File: config.mk
export PLATFORM = sky130hd
export DESIGN_NAME = sq_acc_pipe_flat
export DESIGN_NICKNAME = d
export VERILOG_FILES = /design/src/rtl/sq_pkg.sv /design/src/rtl/sq_acc_pipe_if.sv /design/src/rtl/sq_core.sv /design/src/rtl/sq_acc_pipe.sv /design/src/flat_wrapper.sv
export SDC_FILE = /design/constraint.sdc
export NUM_CORES = 1
export LEC_CHECK = 0
export BUFFER_PORTS_ARGS = -buffer_cell sky130_fd_sc_hd__buf_4
export CORE_ASPECT_RATIO = 1.4
export CORE_MARGIN = 1.5
export CORE_UTILIZATION = 40
export CTS_BUF_LIST = sky130_fd_sc_hd__clkbuf_16
export CTS_CLUSTER_DIAMETER = 100
export CTS_CLUSTER_SIZE = 14
export DETAILED_ROUTE_END_ITERATION = 7
export SLEW_MARGIN = 10
export SYNTH_ARGS = -nofsm -noshare
export SYNTH_HDL_FRONTEND = slang
export SYNTH_SLANG_ARGS = --single-unit
File: constraint.sdc
create_clock -name clk -period 3.5 [get_ports clk]
set_input_delay 0.175 -clock clk [delete_from_list [all_inputs] [get_ports clk]]
set_output_delay 0.175 -clock clk [all_outputs]
set_load 0.02 [all_outputs]
File: src/rtl/sq_pkg.sv
// Shared constants and helpers for the pipelined squarer / sum-of-squares block.
package sq_pkg;

  localparam int DEF_IW     = 13;
  localparam int DEF_STAGES = 2;
  localparam int DEF_ACCW   = 40;
  localparam int DEF_LAT    = DEF_STAGES + 1;

  typedef enum logic {
    MODE_SQ  = 1'b0,
    MODE_ACC = 1'b1
  } sq_mode_e;

  function automatic int sq_width(input int iw);
    return 2 * iw;
  endfunction

  function automatic int sq_lat(input int stages);
    return stages + 1;
  endfunction

endpackage

File: src/rtl/sq_acc_pipe_if.sv
// Stream handshake bundle between the statistics path and the squarer block.
interface sq_acc_pipe_if #(
  parameter int IW   = sq_pkg::DEF_IW,
  parameter int ACCW = sq_pkg::DEF_ACCW
);
  logic            in_valid;
  logic            in_ready;
  logic [IW-1:0]   in_data;
  logic            in_last;
  logic            acc_mode;
  logic            out_valid;
  logic            out_ready;
  logic [ACCW-1:0] out_data;
  logic            out_last;
  logic            ovf;

  modport master (
    output in_valid, in_data, in_last, acc_mode, out_ready,
    input  in_ready, out_valid, out_data, out_last, ovf
  );

  modport slave (
    input  in_valid, in_data, in_last, acc_mode, out_ready,
    output in_ready, out_valid, out_data, out_last, ovf
  );
endinterface

File: src/rtl/sq_core.sv
// Pipelined unsigned squarer with a shared stall enable and valid/last/mode sidebands.
module sq_core
  import sq_pkg::*;
#(
  parameter  int IW     = DEF_IW,
  parameter  int STAGES = DEF_STAGES,
  localparam int SQW    = sq_width(IW)
) (
  input  logic           clk,
  input  logic           rst_n,
  input  logic           en_i,
  input  logic           valid_i,
  input  logic           last_i,
  input  logic           mode_i,
  input  logic [IW-1:0]  data_i,
  output logic           valid_o,
  output logic           last_o,
  output logic           mode_o,
  output logic [SQW-1:0] sq_o
);

  localparam int LW = IW / 2;
  localparam int HW = IW - LW;

  if (STAGES < 1 || STAGES > 4) begin : g_bad_stages
    $error("sq_core: STAGES must be 1..4");
  end
  if (IW < 2) begin : g_bad_iw
    $error("sq_core: IW must be at least 2");
  end

  logic [HW-1:0]   hiIn;
  logic [LW-1:0]   loIn;
  logic [2*HW-1:0] hhIn;
  logic [IW-1:0]   hlIn;
  logic [2*LW-1:0] llIn;

  // Operand split into halves: x^2 = hi^2*2^(2L) + 2*hi*lo*2^L + lo^2
  assign hiIn = data_i[IW-1:LW];
  assign loIn = data_i[LW-1:0];
  assign hhIn = {{HW{1'b0}}, hiIn} * {{HW{1'b0}}, hiIn};
  assign hlIn = {{LW{1'b0}}, hiIn} * {{HW{1'b0}}, loIn};
  assign llIn = {{LW{1'b0}}, loIn} * {{LW{1'b0}}, loIn};

  function automatic logic [SQW-1:0] combine(input logic [2*HW-1:0] hh,
                                             input logic [IW-1:0]   hl,
                                             input logic [2*LW-1:0] ll);
    return (SQW'(hh) << (2 * LW)) + (SQW'(hl) << (LW + 1)) + SQW'(ll);
  endfunction

  logic [STAGES-1:0] valid_q, last_q, mode_q;
  logic [STAGES:0]   validChain, lastChain, modeChain;

  assign validChain = {valid_q, valid_i};
  assign lastChain  = {last_q, last_i};
  assign modeChain  = {mode_q, mode_i};

  always_ff @(posedge clk or negedge rst_n) begin
    if (!rst_n) begin
      valid_q <= '0;
      last_q  <= '0;
      mode_q  <= '0;
    end else if (en_i) begin
      valid_q <= validChain[STAGES-1:0];
      last_q  <= lastChain[STAGES-1:0];
      mode_q  <= modeChain[STAGES-1:0];
    end
  end

  assign valid_o = valid_q[STAGES-1];
  assign last_o  = last_q[STAGES-1];
  assign mode_o  = mode_q[STAGES-1];

  if (STAGES == 1) begin : g_one
    logic [SQW-1:0] sq_q;

    always_ff @(posedge clk or negedge rst_n) begin
      if (!rst_n) begin
        sq_q <= '0;
      end else if (en_i) begin
        sq_q <= combine(hhIn, hlIn, llIn);
      end
    end

    assign sq_o = sq_q;
  end else begin : g_multi
    // First stage holds partial products, second sums them, the rest only delay
    logic [2*HW-1:0] hh_q;
    logic [IW-1:0]   hl_q;
    logic [2*LW-1:0] ll_q;
    logic [SQW-1:0]  sqPipe_q [STAGES-1];

    always_ff @(posedge clk or negedge rst_n) begin
      if (!rst_n) begin
        hh_q <= '0;
        hl_q <= '0;
        ll_q <= '0;
        for (int i = 0; i < STAGES - 1; i++) sqPipe_q[i] <= '0;
      end else if (en_i) begin
        hh_q        <= hhIn;
        hl_q        <= hlIn;
        ll_q        <= llIn;
        sqPipe_q[0] <= combine(hh_q, hl_q, ll_q);
        for (int i = 1; i < STAGES - 1; i++) sqPipe_q[i] <= sqPipe_q[i-1];
      end
    end

    assign sq_o = sqPipe_q[STAGES-2];
  end

endmodule

File: src/rtl/sq_acc_pipe.sv
// Squarer stream with per-frame saturating sum-of-squares and a single output register.
module sq_acc_pipe
  import sq_pkg::*;
#(
  parameter int IW     = DEF_IW,
  parameter int STAGES = DEF_STAGES,
  parameter int ACCW   = DEF_ACCW
) (
  input logic         clk,
  input logic         rst_n,
  sq_acc_pipe_if.slave bus
);

  localparam int SQW = sq_width(IW);
  localparam logic [ACCW-1:0] ACC_MAX = '1;

  if (ACCW < 2 * IW) begin : g_bad_accw
    $error("sq_acc_pipe: ACCW must be at least 2*IW");
  end

  logic            en, accept, beatMode;
  logic            coreValid, coreLast, coreMode;
  logic [SQW-1:0]  coreSq;
  logic [ACCW-1:0] sqExt, sumSat;
  logic [ACCW:0]   sumWide;
  logic            sumOvf;

  logic            frameActive_q, frameActive_d, frameMode_q, frameMode_d;
  logic [ACCW-1:0] acc_q, acc_d, outData_q, outData_d;
  logic            accOvf_q, accOvf_d;
  logic            outValid_q, outValid_d, outLast_q, outLast_d, outOvf_q, outOvf_d;

  assign en           = !outValid_q || bus.out_ready;
  assign accept       = bus.in_valid && en;
  assign bus.in_ready = en;

  // Mode is taken from the first beat of a frame and frozen until its last beat
  assign beatMode = frameActive_q ? frameMode_q : bus.acc_mode;

  sq_core #(.IW(IW), .STAGES(STAGES)) u_core (
    .clk     (clk),
    .rst_n   (rst_n),
    .en_i    (en),
    .valid_i (accept),
    .last_i  (bus.in_last),
    .mode_i  (beatMode),
    .data_i  (bus.in_data),
    .valid_o (coreValid),
    .last_o  (coreLast),
    .mode_o  (coreMode),
    .sq_o    (coreSq)
  );

  assign sqExt   = ACCW'(coreSq);
  assign sumWide = {1'b0, acc_q} + {1'b0, sqExt};
  assign sumOvf  = sumWide[ACCW];
  assign sumSat  = sumOvf ? ACC_MAX : sumWide[ACCW-1:0];

  always_comb begin
    frameActive_d = frameActive_q;
    frameMode_d   = frameMode_q;
    if (accept) begin
      frameActive_d = !bus.in_last;
      frameMode_d   = beatMode;
    end
  end

  // Accumulator and sticky overflow clear in the cycle the frame result is loaded
  always_comb begin
    acc_d      = acc_q;
    accOvf_d   = accOvf_q;
    outValid_d = outValid_q;
    outData_d  = outData_q;
    outLast_d  = outLast_q;
    outOvf_d   = outOvf_q;
    if (en) begin
      outValid_d = 1'b0;
      if (coreValid) begin
        if (coreMode == MODE_SQ) begin
          outValid_d = 1'b1;
          outData_d  = sqExt;
          outLast_d  = coreLast;
          outOvf_d   = 1'b0;
        end else if (coreLast) begin
          outValid_d = 1'b1;
          outData_d  = sumSat;
          outLast_d  = 1'b1;
          outOvf_d   = accOvf_q || sumOvf;
          acc_d      = '0;
          accOvf_d   = 1'b0;
        end else begin
          acc_d    = sumSat;
          accOvf_d = accOvf_q || sumOvf;
        end
      end
    end
  end

  always_ff @(posedge clk or negedge rst_n) begin
    if (!rst_n) begin
      frameActive_q <= 1'b0;
      frameMode_q   <= 1'b0;
      acc_q         <= '0;
      accOvf_q      <= 1'b0;
      outValid_q    <= 1'b0;
      outData_q     <= '0;
      outLast_q     <= 1'b0;
      outOvf_q      <= 1'b0;
    end else begin
      frameActive_q <= frameActive_d;
      frameMode_q   <= frameMode_d;
      acc_q         <= acc_d;
      accOvf_q      <= accOvf_d;
      outValid_q    <= outValid_d;
      outData_q     <= outData_d;
      outLast_q     <= outLast_d;
      outOvf_q      <= outOvf_d;
    end
  end

  assign bus.out_valid = outValid_q;
  assign bus.out_data  = outData_q;
  assign bus.out_last  = outLast_q;
  assign bus.ovf       = outOvf_q;

endmodule
File: src/flat_wrapper.sv
// flat-port wrapper written by rule: the top's interface ports become plain ports
module sq_acc_pipe_flat import sq_pkg::*;
#(
  parameter int IW     = DEF_IW,
  parameter int STAGES = DEF_STAGES,
  parameter int ACCW   = DEF_ACCW
)
  (clk, rst_n, bus_in_valid, bus_in_data, bus_in_last, bus_acc_mode, bus_out_ready, bus_in_ready, bus_out_valid, bus_out_data, bus_out_last, bus_ovf);
  sq_acc_pipe_if #(.IW(IW), .ACCW(ACCW)) bus_i ();
  input logic clk;
  input logic rst_n;
  input wire logic [$bits(bus_i.in_valid)-1:0] bus_in_valid;
  input wire logic [$bits(bus_i.in_data)-1:0] bus_in_data;
  input wire logic [$bits(bus_i.in_last)-1:0] bus_in_last;
  input wire logic [$bits(bus_i.acc_mode)-1:0] bus_acc_mode;
  input wire logic [$bits(bus_i.out_ready)-1:0] bus_out_ready;
  output wire logic [$bits(bus_i.in_ready)-1:0] bus_in_ready;
  output wire logic [$bits(bus_i.out_valid)-1:0] bus_out_valid;
  output wire logic [$bits(bus_i.out_data)-1:0] bus_out_data;
  output wire logic [$bits(bus_i.out_last)-1:0] bus_out_last;
  output wire logic [$bits(bus_i.ovf)-1:0] bus_ovf;
  assign bus_i.in_valid = bus_in_valid;
  assign bus_i.in_data = bus_in_data;
  assign bus_i.in_last = bus_in_last;
  assign bus_i.acc_mode = bus_acc_mode;
  assign bus_i.out_ready = bus_out_ready;
  assign bus_in_ready = bus_i.in_ready;
  assign bus_out_valid = bus_i.out_valid;
  assign bus_out_data = bus_i.out_data;
  assign bus_out_last = bus_i.out_last;
  assign bus_ovf = bus_i.ovf;
  sq_acc_pipe #(.IW(IW), .STAGES(STAGES), .ACCW(ACCW)) u_core (.clk(clk), .rst_n(rst_n), .bus(bus_i));
endmodule
==> results.json, run 1 <==
{
  "drc_errors": 0,
  "initial_core_util_pct": 40.7,
  "clock_path_buffers": 2,
  "rr_worst_depth": 9,
  "finalCritPeriodShare_pct": 105,
  "hold_viol": 0,
  "syn-num-nets": 1471,
  "io_pins": 63,
  "r2r-end": "u_core.acc_q[39]$_DFFE_PN0P_",
  "seq_power_share_pct": 26.0,
  "fin_hold_ws_ns": 0.128,
  "reg2reg_slack_ns": 0.45,
  "hp-start": "bus_in_data[0]",
  "hold_path.class": "in -> reg",
  "cp-end-kind": "flip-flop",
  "worstReg2RegStart": "u_core.u_core.sq_o[2]$_DFFE_PN0N_",
  "slew_headroom_pct": 35.9,
  "fp.dieW_microns": 146,
  "cp_max_fo": 2,
  "diodes": 0,
  "fin_skew_ns": 0.0103,
  "hold_depth": 4,
  "rows": 73,
  "fmax_mhz": 273,
  "power.share.clock_pct": 18.0,
  "grt_pass1_wl_microns": 46800,
  "grt_pass1_vias": 9569,
  "tightest_slew_ns": 0.961,
  "ys_seq_area_share_pct": 33.5,
  "htreeDepth": 4,
  "cp-start-kind": "input pin",
  "clk_latency_ns": 0.44,
  "whs_endpoint": "u_core.u_core.g_multi.ll_q[0]$_DFFE_PN0N_",
  "slowest_stage": "fa_1",
  "die_h_microns": 204,
  "syn_avg_cell_area_sq_um": 8.78,
  "synth_largest_area_cell": "dfrtp_1",
  "power.density_mw_per_mm2": 837,
  "synth_area_sq_mm": 0.0115,
  "ys.flop_type": "dfrtp_1",
  "power_frac_comb_pct": 56.0,
  "fillers": 2734,
  "clock_sinks": 154,
  "drive_above_1_share_pct": 16.5,
  "wl_per_cell_microns": 15.3,
  "synthArstFlopShare_pct": 100,
  "p_int_mw": 6.45,
  "grt_overflow_total": 0,
  "routabilityCongestion": 0.873,
  "grt_max_degree": 70,
  "criticalPathCategory": "in -> reg",
  "dr.first_iter.drc_count": 382,
  "grt_setup_unrepaired": "yes",
  "cts_buffers": 17,
  "vdd_drop_max_mv": 0.482,
  "ant_nets": 0,
  "critPathLaunch": "bus_in_data[8]",
  "layout.cells.non_filler": 1800,
  "drv_cap": 0,
  "slew_viol_final": 0,
  "power_mw": 11.5,
  "dr_total_vias": 9384,
  "ys_types": 74,
  "path_clk_slew_ns": 0.06,
  "violations": "setup timing",
  "setup_viol": 2,
  "p_leak_nw": 6.69,
  "hpwlAfterDp_microns": 20700,
  "cp_common_cell": "fa_1",
  "synth_top_cell_area_share_pct": 33.5,
  "ys_top_cells_by_area": "dfrtp_1 33%, ha_1 11%, fa_1 7.5%, nand2_1 6.1%, a21oi_1 5.0%",
  "cts_root_buf": "clkbuf_16",
  "core_sq_mm": 0.0283,
  "synth_edf_count": 0,
  "status": "complete, but fails checks",
  "drtPass1Iterations": 8,
  "p_sw_mw": 5.03,
  "slowest_delay_ns": 0.50,
  "drt_wl_total_microns": 27600,
  "dieArea_sq_mm": 0.0298,
  "avgViaCountPerCell": 5.21,
  "port_buffers": 62,
  "track_usage_pct": 19.3,
  "synth_seq_cells": 154,
  "placed_cells": 1763,
  "sw_frac_of_total_pct": 43.8,
  "cts_tree": "yes",
  "crit_arrival_ns": 3.96,
  "crit_chain": "buf_6 -> and2_4 -> ha_4 -> xor2_2 -> fa_1 -> inv_1 -> fa_1 -> inv_1 -> fa_1 -> inv_2 -> ha_4 -> and3_4 -> a21oi_2 -> o21ai_2 -> o31a_1 -> or4_1 -> a31oi_1 -> xnor2_1 -> o21ai_1",
  "crit_family": "adder cells",
  "yosysWarnings": 0,
  "num-nets-final": 1572,
  "fin_crit_ns": 3.66,
  "layout_setup_ws_ns": -0.165,
  "antenna_found_initial": 0,
  "syn_to_final_growth_pct": 19.1,
  "required_ns": 3.79,
  "crit_buf_inv": 4,
  "syn_inst": 1311
}
-- kinds of logic after synthesis --
logic type,synth area share (%)
multiplexers,0.619
AND/OR/NAND/NOR,18.8
XOR/XNOR,5.10
buffers and inverters,5.38
flip-flops,33.5
adder cells (fa/ha/maj),18.1
AO/OA/AOI/OAI,18.5
-- layout by cell type, fill, tap and decap left out, types with 17 or more instances in the layout --
cell type / synthesis / final
xnor2_1: 36 / 36
and2_1: 53 / 51
nand2_1: 187 / 185
ha_1: 98 / 90
a21oi_1: 114 / 106
dfrtp_1: 154 / 154
fa_1: 43 / 42
nor3_1: 19 / 19
o21ai_0: 87 / 84
a21o_1: 30 / 30
nor2_1: 71 / 71
inv_1: 80 / 78
and3_1: 22 / 21
nand3_1: 27 / 26
xor2_1: 31 / 30
buf_4: 4 / 139
clkbuf_16: 0 / 17
-- cell type report --
class / count / area, sq um / share of cell area [%]
multi-input cells: 1005 / 7210 / 52.6
flip-flops and latches: 154 / 3850 / 28.1
repair buffers: 152 / 1200 / 8.79
well taps: 375 / 469 / 3.42
clock buffers: 17 / 425 / 3.10
inverters: 82 / 308 / 2.24
clock inverters: 15 / 239 / 1.74
-- through the flow --
stage | utilization [%] | setup WS [ns] | setup TNS [ns] | cell area (sq um)
after floorplan | - | -0.693 | -1.74 | 11600
after global placement | 45.5 | -0.787 | -4.80 | 12900
after detailed placement | 45.5 | -0.830 | -5.33 | 12900
after CTS | 48.1 | -0.313 | -0.417 | 13600
after global routing | 48.4 | -0.307 | -0.859 | 13700
final | 48.4 | -0.165 | -0.177 | 13700
-- worst max path at each step --
stage	to	slack (ns)	cells after the start
2_1_floorplan	u_core.u_core.g_multi.hh_q[13]$_DFFE_PN0N_	-0.69	19
3_3_place_gp	u_core.u_core.g_multi.hh_q[13]$_DFFE_PN0N_	-0.79	19
3_5_place_dp	u_core.u_core.g_multi.hh_q[13]$_DFFE_PN0N_	-0.83	20
4_1_cts	u_core.u_core.g_multi.hh_q[13]$_DFFE_PN0N_	-0.31	20
5_1_grt	u_core.u_core.g_multi.hh_q[13]$_DFFE_PN0N_	-0.31	20
6_report	u_core.u_core.g_multi.hh_q[13]$_DFFE_PN0N_	-0.16	19
-- power by group through the flow --
| stage | registers, mW | logic [mW] | clock network, mW |
|---|---|---|---|
| 2_1_floorplan | 3.00 | 4.52 | 0 |
| 3_3_place_gp | 3.00 | 6.27 | 0 |
| 3_5_place_dp | 3.01 | 6.35 | 0 |
| 4_1_cts | 2.99 | 6.41 | 2.12 |
| 5_1_grt | 3.08 | 7.20 | 2.19 |
| 6_report | 2.98 | 6.43 | 2.07 |
-- per-layer routing --
layer / vias up / wire (microns) / global-route usage (%)
li1: 4719 / - / -
met1: 4478 / 11700 / 22.2
met2: 144 / 14500 / 36.0
met3: 43 / 716 / 2.93
met4: 0 / 692 / 6.82
met5: - / 0 / 0
-- worst register-to-register path: cells and delay by family (launching register included) --
family	cells	cell delay [ns]
adders and majority gates	1	0.39
DFF	1	0.42
and+or+nand+nor	3	0.92
AOI/OAI and AO/OA	5	1.21
-- state kept, by name, indices dropped and copies added (netlist names), 2 cells and up --
| register | cells |
|---|---|
| u_core.u_core.valid_q | 2 |
| u_core.u_core.last_q | 2 |
| u_core.u_core.g_multi.ll_q | 11 |
| u_core.u_core.sq_o | 25 |
| u_core.u_core.mode_q | 2 |
| u_core.bus.out_data | 40 |
| u_core.u_core.g_multi.hh_q | 13 |
| u_core.acc_q | 40 |
| u_core.u_core.g_multi.hl_q | 13 |
-- synthesized netlist by cell type, types with 8 or more instances --
cell type	count
xor2_1	31
a21o_1	30
ha_1	98
nor3_1	19
and4_1	8
nor2b_1	9
inv_1	80
o21bai_1	12
a21oi_1	114
nand2_1	187
clkbuf_1	51
and2_1	53
nand3_1	27
dfrtp_1	154
fa_1	43
o31ai_1	14
and3_1	22
xnor2_1	36
nor2_1	71
o21ai_0	87
o21ai_1	14
a31oi_1	13
-- timing repair --
| item | 4_1_cts | 5_1_grt |
|---|---|---|
| hold buffers | 4 | 0 |
| endpoints found under the setup margin | 4 | 8 |
| hold endpoints to repair | 54 | 0 |
| setup buffers | 0 | 1 |
| gates resized for setup | 15 | 12 |
| pin swaps | 21 | 20 |
Power figures use the tool's default switching activity.
==> inputs of run 2 (changes only) <==
- CTS_CLUSTER_SIZE: 14 -> not set
- clock period: 3.5 -> 4.7 ns (I/O delays scaled with it)
==> results.json, run 2 (synthesis results as in run 1) <==
{
  "place_area_sq_mm": 0.0123,
  "htreeDepth": 4,
  "num-nets-final": 1503,
  "syn_to_final_growth_pct": 11.6,
  "initial_core_util_pct": 40.7,
  "clock_sinks": 154,
  "dr.first_iter.drc_count": 535,
  "fillers": 2793,
  "avgViaCountPerCell": 5.30,
  "fmax_mhz": 237,
  "cp_max_fo": 4,
  "cp-start-kind": "input pin",
  "slew_viol_final": 0,
  "routabilityCongestion": 0.876,
  "slowest_stage": "fa_1",
  "slowest_delay_ns": 0.53,
  "clk_latency_ns": 0.43,
  "dieArea_sq_mm": 0.0298,
  "mostFrequentLayoutCell": "nand2_1",
  "post_cts_resized": 0,
  "hold_depth": 2,
  "grt_overflow_total": 0,
  "wl_per_cell_microns": 15.4,
  "port_buffers": 62,
  "hpwlAfterDp_microns": 19700,
  "power.density_mw_per_mm2": 620,
  "hold_path.class": "in -> reg",
  "crit_arrival_ns": 4.52,
  "clock_path_buffers": 2,
  "ant_nets": 0,
  "grt_max_degree": 92,
  "diodes": 0,
  "rows": 73,
  "tightest_slew_ns": 1.04,
  "path_clk_slew_ns": 0.06,
  "io_pins": 63,
  "final-seq-area_sq_mm": 0.00385,
  "rr_worst_depth": 10,
  "fin_skew_ns": 0.00761,
  "post_cts_buffers": 0,
  "final.setup.tns_ns": 0,
  "r2r-end": "u_core.acc_q[18]$_DFFE_PN0P_",
  "antenna_found_initial": 0,
  "drc_errors": 0,
  "vdd_drop_max_mv": 0.386,
  "grt_setup_unrepaired": "no",
  "slew_headroom_pct": 30.4,
  "worstReg2RegStart": "u_core.u_core.sq_o[0]$_DFFE_PN0N_",
  "grt_pass1_wl_microns": 44900,
  "criticalPathCategory": "in -> reg",
  "dr_total_vias": 9175,
  "mostFrequentLayoutCells": "187 x nand2_1, 154 x dfrtp_1, 114 x a21oi_1",
  "p_leak_nw": 6.27,
  "die_h_microns": 204,
  "reg2reg_slack_ns": 1.45,
  "cts_root_buf": "clkbuf_16",
  "crit_chain": "buf_4 -> and2_1 -> ha_1 -> xor2_1 -> fa_1 -> inv_1 -> fa_1 -> inv_1 -> fa_1 -> inv_1 -> ha_1 -> and3_1 -> a21oi_1 -> o21ai_1 -> o31a_1 -> or4_1 -> a31oi_1 -> xnor2_1 -> o21ai_1",
  "hp-start": "bus_in_last",
  "core_sq_mm": 0.0283,
  "required_ns": 4.99,
  "fin_crit_ns": 4.23,
  "hold_viol": 0,
  "multi_input_area_sq_mm": 0.00705,
  "crit_family": "adder cells",
  "drive_above_1_share_pct": 10.3,
  "drt_wl_total_microns": 26600,
  "whs_endpoint": "u_core.frameActive_q$_DFFE_PN0P_",
  "finalInstanceArea_sq_mm": 0.0129,
  "finalCritPeriodShare_pct": 89.9,
  "fp.dieW_microns": 146,
  "status": "finished, final reports clean",
  "drv_cap": 0,
  "cts_buffers": 17,
  "crit_buf_inv": 4,
  "setup_viol": 0,
  "cts_tree": "yes",
  "track_usage_pct": 18.5,
  "grt_pass1_vias": 8944,
  "drtPass1Iterations": 5,
  "crit_cells": 19,
  "cp-end-kind": "flip-flop"
}
[run 2: cell count changes in the layout (fill, tap and decap cells not counted), moves of 4 or more]
cell        before  now
clkinvlp_4       1    5
buf_4          139   81
clkinv_4         5    1
a21oi_2         12    4
clkinv_2         0    5
inv_1           78   82
ha_1            90   98
bufinv_16        5    1
buf_6            5    1
ha_4             7    0
a21oi_1        106  114
[run 2: metal layers]
| metal | global-route usage (%) | wire (microns) | vias to the layer above |
|---|---|---|---|
| li1 | - | - | 4584 |
| met1 | 22.4 | 11700 | 4373 |
| met2 | 33.1 | 13500 | 174 |
| met3 | 2.35 | 706 | 44 |
| met4 | 7.90 | 696 | 0 |
| met5 | 0 | 0 | - |
[run 2: where the power goes]
part	total [mW]	switching, mW	internal, mW
Sequential	2.19	0.360	1.83
Clock	1.26	0.544	0.715
Combinational	4.51	2.70	1.81
[run 2: metrics by stage]
step / setup WS, ns / hold WS (ns) / utilization (%) / total power, mW / std cells
floorplan: 0.221 / -0.0606 / - / 5.56 / 1311
detailed placement: 0.0187 / 0.369 / 43.5 / 6.73 / 1698
finish: 0.473 / 0.0150 / 45.4 / 7.96 / 1731
global placement: 0.116 / 0.372 / 43.5 / 6.67 / 1698
CTS: 0.473 / 0.00592 / 45.4 / 8.03 / 1731
global route: 0.238 / 0.0364 / 45.4 / 8.67 / 1731
[run 2: worst max path at each step]
stage	from	end	slack, ns
after global routing	bus_in_data[10]	u_core.u_core.g_multi.hh_q[13]$_DFFE_PN0N_	0.24
after detailed placement	bus_in_data[10]	u_core.u_core.g_multi.hh_q[13]$_DFFE_PN0N_	0.02
final	bus_in_data[10]	u_core.u_core.g_multi.hh_q[13]$_DFFE_PN0N_	0.47
after CTS	bus_in_data[10]	u_core.u_core.g_multi.hh_q[13]$_DFFE_PN0N_	0.47
after floorplan	bus_in_data[10]	u_core.u_core.g_multi.hh_q[13]$_DFFE_PN0N_	0.22
after global placement	bus_in_data[10]	u_core.u_core.g_multi.hh_q[13]$_DFFE_PN0N_	0.12
[run 2: repair_timing]
| item | in CTS | in global routing |
|---|---|---|
| hold endpoints to repair | 89 | 0 |
| hold buffers | 1 | 0 |
| endpoints found under the setup margin | 0 | 0 |
[run 2: layout make-up]
| class | count | share of cell area [%] |
|---|---|---|
| multi-input cells | 1005 | 54.9 |
| flip-flops and latches | 154 | 30.0 |
| repair buffers | 83 | 4.90 |
| well taps | 375 | 3.65 |
| clock buffers | 17 | 3.31 |
| inverters | 82 | 2.40 |
| clock inverters | 15 | 0.876 |
